File: src/rtl/sfm_pkg.sv
// Shared types and constants for the softmax accelerator load/store arbiter.
package sfm_pkg;

   typedef enum logic [1:0] {
      IDLE  = 2'd0,
      LOAD  = 2'd1,
      STORE = 2'd2
   } sfm_arb_owner_e;

   localparam int SFM_PERF_CNT_W = 32;

endpackage : sfm_pkg

File: src/rtl/sfm_arb_perf_cnt.sv
// Performance counters for the load/store arbiter: load handshakes, store
// handshakes and request-conflict cycles. All three wrap and are cleared by
// rst_i or clear_i. Instantiated only when SFM_ARB_PERF_CNT_EN is defined.
module sfm_arb_perf_cnt
   import sfm_pkg::*;
(
   input  logic                      clk_i,
   input  logic                      rst_i,
   input  logic                      clear_i,
   input  logic                      ld_hs_i,
   input  logic                      st_hs_i,
   input  logic                      conflict_i,
   output logic [SFM_PERF_CNT_W-1:0] perf_ld_cnt_o,
   output logic [SFM_PERF_CNT_W-1:0] perf_st_cnt_o,
   output logic [SFM_PERF_CNT_W-1:0] perf_conflict_cnt_o
);

   logic [SFM_PERF_CNT_W-1:0] r_ld_cnt;
   logic [SFM_PERF_CNT_W-1:0] r_st_cnt;
   logic [SFM_PERF_CNT_W-1:0] r_conflict_cnt;

   // Count events; a clear in the same cycle as an event takes priority.
   always_ff @(posedge clk_i) begin
      if (rst_i || clear_i) begin
         r_ld_cnt       <= '0;
         r_st_cnt       <= '0;
         r_conflict_cnt <= '0;
      end else begin
         if (ld_hs_i)    r_ld_cnt       <= r_ld_cnt + 1'b1;
         if (st_hs_i)    r_st_cnt       <= r_st_cnt + 1'b1;
         if (conflict_i) r_conflict_cnt <= r_conflict_cnt + 1'b1;
      end
   end

   assign perf_ld_cnt_o       = r_ld_cnt;
   assign perf_st_cnt_o       = r_st_cnt;
   assign perf_conflict_cnt_o = r_conflict_cnt;

endmodule : sfm_arb_perf_cnt

File: src/rtl/sfm_ldst_arbiter.sv
// Work-conserving, burst-bounded round-robin arbiter sharing one TCDM master
// port between the softmax load and store streamers, with read-response
// routing back to the issuing channel.
// Optional feature macro: SFM_ARB_PERF_CNT_EN (performance counters).
module sfm_ldst_arbiter
   import sfm_pkg::*;
#(
   parameter int DATA_WIDTH = 256,
   parameter int ADDR_WIDTH = 32,
   parameter int MAX_BURST  = 4
) (
   input  logic                      clk_i,
   input  logic                      rst_i,
   input  logic                      clear_i,
   input  logic                      enable_i,
   input  logic                      ld_req_i,
   output logic                      ld_gnt_o,
   input  logic [ADDR_WIDTH-1:0]     ld_add_i,
   output logic                      ld_r_valid_o,
   output logic [DATA_WIDTH-1:0]     ld_r_data_o,
   input  logic                      st_req_i,
   output logic                      st_gnt_o,
   input  logic [ADDR_WIDTH-1:0]     st_add_i,
   input  logic [DATA_WIDTH-1:0]     st_data_i,
   input  logic [DATA_WIDTH/8-1:0]   st_be_i,
   output logic                      st_r_valid_o,
   output logic                      tcdm_req_o,
   input  logic                      tcdm_gnt_i,
   output logic [ADDR_WIDTH-1:0]     tcdm_add_o,
   output logic                      tcdm_wen_o,
   output logic [DATA_WIDTH-1:0]     tcdm_data_o,
   output logic [DATA_WIDTH/8-1:0]   tcdm_be_o,
   input  logic                      tcdm_r_valid_i,
   input  logic [DATA_WIDTH-1:0]     tcdm_r_data_i,
   output logic [SFM_PERF_CNT_W-1:0] perf_ld_cnt_o,
   output logic [SFM_PERF_CNT_W-1:0] perf_st_cnt_o,
   output logic [SFM_PERF_CNT_W-1:0] perf_conflict_cnt_o
);

   localparam int BCNT_W = $clog2(MAX_BURST + 1);
   localparam logic [BCNT_W-1:0] BMAX = BCNT_W'(MAX_BURST);

   sfm_arb_owner_e    r_owner;
   logic [BCNT_W-1:0] r_bcnt;
   logic              r_resp_vld;
   sfm_arb_owner_e    r_resp_own;
   logic              r_flush;

   sfm_arb_owner_e    w_sel;
   logic              w_sel_ld;
   logic              w_sel_st;
   logic              w_en;
   logic              w_hs;

   // Pick the channel for this cycle: the owner keeps the port until its burst
   // budget runs out while the other side waits; an idle port goes to whoever
   // asks, with load preferred on a tie.
   always_comb begin
      w_sel = IDLE;
      case (r_owner)
         LOAD: begin
            if (ld_req_i && ((r_bcnt < BMAX) || !st_req_i)) w_sel = LOAD;
            else if (st_req_i)                              w_sel = STORE;
         end
         STORE: begin
            if (st_req_i && ((r_bcnt < BMAX) || !ld_req_i)) w_sel = STORE;
            else if (ld_req_i)                              w_sel = LOAD;
         end
         default: begin
            if (ld_req_i)      w_sel = LOAD;
            else if (st_req_i) w_sel = STORE;
         end
      endcase
   end

   // Reset also masks the request path so nothing leaks out while rst_i is high.
   assign w_en     = enable_i & ~rst_i;
   assign w_sel_ld = (w_sel == LOAD);
   assign w_sel_st = (w_sel == STORE);

   assign tcdm_req_o  = w_en & (w_sel_ld | w_sel_st);
   assign tcdm_add_o  = w_sel_st ? st_add_i : ld_add_i;
   assign tcdm_wen_o  = ~w_sel_st;
   assign tcdm_data_o = w_sel_st ? st_data_i : '0;
   assign tcdm_be_o   = w_sel_st ? st_be_i : '1;

   assign ld_gnt_o = w_sel_ld & tcdm_gnt_i & w_en;
   assign st_gnt_o = w_sel_st & tcdm_gnt_i & w_en;
   assign w_hs     = tcdm_req_o & tcdm_gnt_i;

   // Owner, burst count and in-flight response tracking advance only on a
   // handshake; clear beats a simultaneous handshake.
   always_ff @(posedge clk_i) begin
      if (rst_i || clear_i) begin
         r_owner    <= IDLE;
         r_bcnt     <= '0;
         r_resp_vld <= 1'b0;
         r_resp_own <= IDLE;
      end else begin
         r_resp_vld <= w_hs;
         if (w_hs) begin
            r_owner    <= w_sel;
            r_resp_own <= w_sel;
            if (w_sel != r_owner)  r_bcnt <= BCNT_W'(1);
            else if (r_bcnt != BMAX) r_bcnt <= r_bcnt + 1'b1;
         end
      end
   end

   // Remember a flush so a response to a transaction cancelled by it is
   // dropped quietly instead of being reported as stray.
   always_ff @(posedge clk_i) begin
      r_flush <= rst_i | clear_i;
   end

   assign ld_r_valid_o = tcdm_r_valid_i & r_resp_vld & ~rst_i & (r_resp_own == LOAD);
   assign st_r_valid_o = tcdm_r_valid_i & r_resp_vld & ~rst_i & (r_resp_own == STORE);
   assign ld_r_data_o  = tcdm_r_data_i;

   // A response with no outstanding request is a protocol violation upstream.
   always @(posedge clk_i) begin
      if (!rst_i) begin
         assert (!(tcdm_r_valid_i && !r_resp_vld && !r_flush))
            else $error("sfm_ldst_arbiter: stray tcdm_r_valid_i dropped");
      end
   end

`ifdef SFM_ARB_PERF_CNT_EN
   sfm_arb_perf_cnt u_perf_cnt (
      .clk_i               (clk_i),
      .rst_i               (rst_i),
      .clear_i             (clear_i),
      .ld_hs_i             (w_hs & w_sel_ld),
      .st_hs_i             (w_hs & w_sel_st),
      .conflict_i          (ld_req_i & st_req_i & enable_i),
      .perf_ld_cnt_o       (perf_ld_cnt_o),
      .perf_st_cnt_o       (perf_st_cnt_o),
      .perf_conflict_cnt_o (perf_conflict_cnt_o)
   );
`else
   assign perf_ld_cnt_o       = '0;
   assign perf_st_cnt_o       = '0;
   assign perf_conflict_cnt_o = '0;
`endif

endmodule : sfm_ldst_arbiter

File: config.mk
export PLATFORM = sky130hd
export DESIGN_NAME = sfm_ldst_arbiter
export DESIGN_NICKNAME = d
export VERILOG_FILES = /design/src/rtl/sfm_pkg.sv /design/src/rtl/sfm_arb_perf_cnt.sv /design/src/rtl/sfm_ldst_arbiter.sv
export SDC_FILE = /design/constraint.sdc
export NUM_CORES = 1
export LEC_CHECK = 0
export BUFFER_PORTS_ARGS = -buffer_cell sky130_fd_sc_hd__clkbuf_2
export CELL_PAD_IN_SITES_DETAIL_PLACEMENT = 1
export CELL_PAD_IN_SITES_GLOBAL_PLACEMENT = 2
export CORE_AREA = 2 2 508 510
export CTS_BUF_LIST = sky130_fd_sc_hd__clkbuf_4
export DETAILED_ROUTE_END_ITERATION = 10
export DIE_AREA = 0 0 510 512
export PLACE_DENSITY_LB_ADDON = 0.15
export SYNTH_ARGS = -nofsm -noshare
export SYNTH_HDL_FRONTEND = slang
export SYNTH_SLANG_ARGS = --single-unit
File: constraint.sdc
create_clock -name clk_i -period 3.7 [get_ports clk_i]
set_clock_uncertainty 0.1 [all_clocks]
set_input_delay 0.74 -clock clk_i [delete_from_list [all_inputs] [get_ports clk_i]]
set_output_delay 0.74 -clock clk_i [all_outputs]
set_load 0.02 [all_outputs]
# Word-level counts from Yosys, hierarchy flattened
# Index checks and enable logic that the tools add are counted.
dict set report totals {
  regBits 6
  word_cells 45
  inputBits 616
  out_inout_bits 678
}
dict set report op_classes {
  addsub 1
  n_reduce_logical 9
  magnitude_cmp 1
  muxes 11
  n_eq_ne 6
  bitwise_logic 14
}
# operator count
set ops {}
lappend ops {{2-to-1 mux 256 bit} 1}
lappend ops {{2-to-1 mux 32 bit} 2}
lappend ops {{AND 1 bit} 11}
lappend ops {{2-to-1 mux 2 bit} 4}
lappend ops {{2-to-1 mux 3 bit} 2}
lappend ops {{equality test 2 x 1 -> 1 bit, second input constant} 2}
lappend ops {{equality test 2 bit, second input constant} 2}
lappend ops {{one-hot mux 2 bit (2 select lines)} 1}
lappend ops {{adder 3 x 1 -> 3 bit, second input constant} 1}
lappend ops {{logical OR 1 bit} 3}
lappend ops {{less-than comparator 3 bit, second input constant} 1}
lappend ops {{!= test 3 bit, second input constant} 1}
lappend ops {{logical AND 1 bit} 2}
lappend ops {{logical NOT 1 bit} 2}
lappend ops {{!= test 2 bit} 1}
lappend ops {{inverter 1 bit} 2}
lappend ops {{AND reduction 2 bit} 1}
lappend ops {{nonzero test 2 bit} 1}
lappend ops {{2-to-1 mux 1 bit} 1}
lappend ops {{OR 1 bit} 1}

# Longest topological paths before layout
dict set report depth {
  ltp_word 10
  mapped_depth 12
  ltp_nobuf 11
}

# Worst setup path after synthesis
# No wires, ideal clock.
dict set report synth_timing {
  path_type {input -> output}
  from {in st_req_i}
  to {out tcdm_add_o[11]}
  arrival_time_ns 2.356
  n_path_buf 2
  cell_stages 8
  setup_slack_ns 0.504
  cell_sequence {inv_1 -> o41ai_2 -> a21oi_2 -> inv_1 -> ha_1 -> clkbuf_1 -> clkbuf_1 -> mux2_2}
}
dict set report synth_between {
  elab_chain_cells 7
}
# element line
set synth_lines {}
lappend synth_lines {{from (decl)} sfm_ldst_arbiter.sv:21} ;# input logic st_req_i,
lappend synth_lines {{logical NOT 1 bit} sfm_ldst_arbiter.sv:62} ;# if (ld_req_i && ((r_bcnt < BMAX) || !st_req_i)) w_sel = LOAD;
lappend synth_lines {{logical OR 1 bit} sfm_ldst_arbiter.sv:62}
lappend synth_lines {{logical AND 1 bit} sfm_ldst_arbiter.sv:62}
lappend synth_lines {{2-to-1 mux 2 bit} sfm_ldst_arbiter.sv:62}
lappend synth_lines {{one-hot mux 2 bit (2 select lines) *} sfm_ldst_arbiter.sv:60} ;# case (r_owner)
lappend synth_lines {{named net w_sel[0]} sfm_ldst_arbiter.sv:49} ;# sfm_arb_owner_e w_sel;
lappend synth_lines {{equality test 2 bit *} sfm_ldst_arbiter.sv:79} ;# assign w_sel_st = (w_sel == STORE);
lappend synth_lines {{2-to-1 mux 32 bit *} sfm_ldst_arbiter.sv:82} ;# assign tcdm_add_o = w_sel_st ? st_add_i : ld_add_i;
lappend synth_lines {{to (decl)} sfm_ldst_arbiter.sv:29} ;# output logic [ADDR_WIDTH-1:0] tcdm_add_o,
# The timed path passes the listed nets; every way through them passes the cells marked *.

# Worst setup path after layout
dict set report layout_timing {
  from {in st_req_i}
  to {out tcdm_data_o[131]}
}
dict set report layout_between {
  elab_chain_cells 7
}
# element line
set layout_lines {}
lappend layout_lines {{logical NOT 1 bit} sfm_ldst_arbiter.sv:62}
lappend layout_lines {{logical OR 1 bit} sfm_ldst_arbiter.sv:62}
lappend layout_lines {{logical AND 1 bit} sfm_ldst_arbiter.sv:62}
lappend layout_lines {{2-to-1 mux 2 bit} sfm_ldst_arbiter.sv:62}
lappend layout_lines {{one-hot mux 2 bit (2 select lines) *} sfm_ldst_arbiter.sv:60}
lappend layout_lines {{named net w_sel[0]} sfm_ldst_arbiter.sv:49}
lappend layout_lines {{equality test 2 bit *} sfm_ldst_arbiter.sv:79}
lappend layout_lines {{2-to-1 mux 256 bit *} sfm_ldst_arbiter.sv:84} ;# assign tcdm_data_o = w_sel_st ? st_data_i : '0;
lappend layout_lines {{to (decl)} sfm_ldst_arbiter.sv:31} ;# output logic [DATA_WIDTH-1:0] tcdm_data_o,
# Marked as above.

==> results.md <==
- The overall global routing resource usage is 0.0978.
- The flow ran to the end, and the final reports show no timing, DRC or antenna violations.
- The worst path meets setup with 136 ps of slack.
- The worst setup path is launched from a primary input.
- After synthesis the cells add up to 0.00547 mm2.
- The share of the Yosys chip area taken by registers is 0.0220.
- The switching power total is 678 uW.
- For met3 alone, demand over resource in global routing was 0.0888.
- After floorplanning, the core was sized to cover 0.256 mm2.
- In the final layout, the share of cells above drive strength 1 is 0.644.
- The total routed wirelength is 134 mm.
- Synthesis handed over a netlist of 773 instances.
- The synthesized design contains 0 enable-type register cells.
- The die area is 0.261 mm2.
- The layer with the highest usage is met2.
- The worst slack after detailed placement is -423 ps.
- The cell that appears most often on the critical path is sky130_fd_sc_hd__buf_12.
- The total number of nets in the final design is 1817.
- Yosys attributes the largest share of cell area to sky130_fd_sc_hd__buf_4 (48%), sky130_fd_sc_hd__and2_1 (29%), sky130_fd_sc_hd__mux2_2 (6.6%), sky130_fd_sc_hd__nand2b_1 (3.7%), sky130_fd_sc_hd__dfxtp_1 (2.2%).
- The count of clock tree sinks is 6.
- Traced cell by cell, the critical path runs through buf_4 -> inv_2 -> o41ai_4 -> a21oi_4 -> inv_2 -> ha_4 -> buf_12 -> buf_16 -> buf_12 -> buf_4 -> and2_1 -> buf_12.
- The number of antenna violations at the first check in global routing is 130.
- The via count is 7233.
- Summed over all nets, the half-perimeter wirelength after detailed placement is 127 mm.
- For met1 alone, demand over resource in global routing was 0.0988.
- The worst endpoint data arrival time is 2720 ps.
- From left edge to right edge, the die measures 510 um.
- Clock-pin slew was measured on the worst setup and hold paths at 60 ps.
- The type of the most critical hold path is reg2reg.
- The met2 usage in global routing is 0.148.
- The placement row count is 186.
- The share of synthesized flip-flops with an asynchronous set or reset is 0.
- The final clock period utilization by the worst path is 0.963.
- In this run the worst path has a maximum fanout of 10.
- The number of clock buffers added by TritonCTS is 3.
- In this run the critical register-to-register path is captured at r_bcnt[0].
- The worst register-to-register path has a depth of 11.
- The synthesized flop and latch total is 6.
- Averaged over all synthesized cells, the footprint is 7.08 um2.
- The power share of the combinational group is 0.885.
- The first-pass GRT wire length is 150 mm.
- Derived from the worst setup path, the maximum achievable clock frequency is 281 MHz.
- The pin slew with the least headroom to its limit is 540 ps.
- Buffers placed on the I/O ports in this run total 685.
- The vertical die dimension is 512 um.
- The path with the worst hold slack has its endpoint at r_bcnt[1].
- The effective utilization at floorplan is 0.0214.
- Together, buffers and inverters on the worst path number 8.
- The total number of cells along the worst setup path is 12.
- The number of vias per cell after detailed routing is 1.58.
- The clock network fraction of total power is 0.059.
- After clock tree synthesis, the flow added hold-fix buffers numbering 0.
- The detail route stage leaves a number of antenna-violating nets equal to 0.
- The CTS tree is done.
- The worst path in the final design needs a cycle of 3560 ps, including I/O delays and setup.
- The length of the first detailed-routing pass in iterations is 4.
- Across all register-to-register paths, the minimum setup slack is 1140 ps.
- For this run, the number of standard cells in the final layout without fillers is 4590.
- The most used flip-flop cell after synthesis is sky130_fd_sc_hd__dfxtp_1.
- Of the total power, the share spent switching nets is 0.586.
- The area growth from synthesis to layout is 138%.
- The leakage power summed over all cells is 5.10 nW.
- The worst register-to-register path begins at r_resp_own[1].
- On the worst path, the slowest cell contributes a delay of 390 ps.
- Across the VDD grid, the largest voltage drop is 0.0415 mV.
- The number of cells after detailed placement is 4563.
- The design internal power is 479 uW.
- The number of global-route vias before repair is 7556.
- Final hold analysis gives a worst-case slack of 392 ps.
- The share of synthesized area in the top cell type comes to 0.484.
- The cell family with the largest share of critical-path delay is buffers and inverters.
- The number of DRC violations after detailed routing is 0.
- Counting the fill cells in the layout gives 30600.
- At the end of routability-driven placement, the weighted congestion stood at 0.702.
- Entering global routing, the biggest net connects 46 pins.
- The critical hold path startpoint is r_bcnt[1].
- The category of the worst setup path capture point is an output pin.
- The final number of hold-violating endpoints is 0.
- Setup repair after global routing could not meet its margin everywhere.
- The final total power is 1.16 mW.
- The total power per unit cell area is 88.8 mW/mm2.
- The detailed router finished its first iteration with 244 violations.
- The portion of total power attributed to sequential cells is 0.056.
- The number of buffers between clock root and the deepest sink is 2.
- The average wire per cell in the routed design is 29.2 um.
- The required time of the critical path is 2860 ps.
- The end-of-flow core utilization is 0.0509.
- For the worst-skew pair, the clock arrives at the later sink with an insertion delay of 260 ps.
- The number of different library cells used by synthesis comes to 33.
- The level count of the clock H-tree is 1.
- The count of pins over their slew limit is 0.
- The slowest stage of the critical path belongs to the cell sky130_fd_sc_hd__o41ai_4.
- The post-synthesis cell type with the largest combined area is sky130_fd_sc_hd__buf_4.
- The setup-violating endpoint count in the final report is 0.
- Pin placement for this block handled 1294 I/O pins.
- In this run the tightest slew margin relative to its limit is 0.639.
- The setup path with the least slack is of type in2out.
- The number of cells on the worst hold path is 2.
- Summed over all layers, the global routing overflow is 0.
- Yosys printed 0 warnings.
- The clock root buffer is sky130_fd_sc_hd__clkbuf_4.
- The tool flagged a number of max-cap violations equal to 0.
==> worst max-delay path by stage <==
stage | from | end | slack, ps
2_1_floorplan | st_req_i | tcdm_add_o[11] | 500
3_3_place_gp | st_req_i | tcdm_data_o[224] | -470
3_5_place_dp | st_req_i | tcdm_data_o[224] | -420
4_1_cts | r_resp_own[0] | tcdm_add_o[5] | 2
5_1_grt | st_req_i | tcdm_data_o[5] | -20
6_report | st_req_i | tcdm_data_o[131] | 140
==> cell families after synthesis <==
logic type      share of synthesized area
simple gates                        0.358
fa+ha+maj                          0.0137
mux                                0.0659
buf+inv                             0.516
xor+xnor                          0.00595
compound gates                     0.0176
flops                              0.0220
other cells                      0.000686
==> stage by stage <==
stage               TNS (ps)  area (um2)
finish                     0       13000
global route           -20.1       13000
CTS                        0       12900
detailed placement    -14610       12600
global placement      -27360       12600
floorplan                  0        5830
==> sequential cells by signal, indices dropped and copies added (netlist names) <==
| name | cells |
|---|---|
| r_resp_vld | 1 |
| r_bcnt | 3 |
| r_resp_own | 2 |
==> layer usage <==
layer  routed length [um]  part of all wire
met4                 4390             0.033
met2                55600              0.41
met1                46000              0.34
met3                28000              0.21
met5                    0                 0
==> cells in the final DEF, fill, tap and decap left out, types with 3 or more instances in the layout <==
cell,netlist,routed
sky130_fd_sc_hd__nor2_1,6,5
sky130_fd_sc_hd__inv_1,8,6
sky130_fd_sc_hd__and2_2,0,4
sky130_fd_sc_hd__buf_6,0,4
sky130_fd_sc_hd__nand2b_1,32,32
sky130_fd_sc_hd__mux2_4,0,5
sky130_fd_sc_hd__buf_4,353,17
sky130_fd_sc_hd__buf_16,0,4
sky130_fd_sc_hd__diode_2,0,13
sky130_fd_sc_hd__and3_1,3,3
sky130_fd_sc_hd__clkbuf_4,0,7
sky130_fd_sc_hd__conb_1,1,96
sky130_fd_sc_hd__nor3_1,3,3
sky130_fd_sc_hd__buf_12,0,117
sky130_fd_sc_hd__and2_1,257,253
sky130_fd_sc_hd__dfxtp_1,6,4
sky130_fd_sc_hd__mux2_2,32,27
sky130_fd_sc_hd__clkbuf_2,1,559
sky130_fd_sc_hd__nand2_1,3,3
sky130_fd_sc_hd__inv_2,1,3
sky130_fd_sc_hd__ha_1,6,3
sky130_fd_sc_hd__a21oi_1,4,3
==> power groups by stage <==
stage / logic (mW) / registers, mW / clock network, mW
CTS: 1.06 / 0.0649 / 0.0713
finish: 1.02 / 0.0649 / 0.0687
global placement: 1.04 / 0.0670 / 0
detailed placement: 1.03 / 0.0670 / 0
floorplan: 0.779 / 0.0668 / 0
global route: 1.12 / 0.0649 / 0.0716
==> worst min-delay path: cells and delay by family, from the launching register on <==
| family | cells | cell delay, ps |
|---|---|---|
| flops | 1 | 330 |
| simple gates | 2 | 120 |
==> synth_stat cells (2+ instances only) <==
library cell and count:
sky130_fd_sc_hd__and3_1 3, sky130_fd_sc_hd__dfxtp_1 6, sky130_fd_sc_hd__a21oi_1 4, sky130_fd_sc_hd__o211ai_1 2, sky130_fd_sc_hd__nor3_1 3, sky130_fd_sc_hd__ha_1 6
sky130_fd_sc_hd__inv_1 8, sky130_fd_sc_hd__and4b_1 2, sky130_fd_sc_hd__nor2_1 6, sky130_fd_sc_hd__and2_1 257, sky130_fd_sc_hd__nand2b_1 32, sky130_fd_sc_hd__clkbuf_1 32
sky130_fd_sc_hd__xnor2_2 2, sky130_fd_sc_hd__buf_1 4, sky130_fd_sc_hd__mux2_2 32, sky130_fd_sc_hd__buf_4 353, sky130_fd_sc_hd__nand3_1 2, sky130_fd_sc_hd__nor2b_1 2
sky130_fd_sc_hd__nand2_1 3
==> final cells by class <==
type | count | area, um2 | area share
inverters | 9 | 33.8 | 0.00259
well taps | 3384 | 4230 | 0.325
clock buffers | 3 | 22.5 | 0.00173
flip-flops and latches | 6 | 125 | 0.00960
multi-input cells | 463 | 2970 | 0.228
diodes | 13 | 32.5 | 0.00250
repair buffers | 712 | 5610 | 0.431
==> repair_timing <==
action                                  CTS  global route
resized for setup                        30            37
gates cloned                              3             2
pin swaps                                 2             2
setup buffers                             4             2
endpoints found under the setup margin  135            73
(Power assumes the default switching activity.)
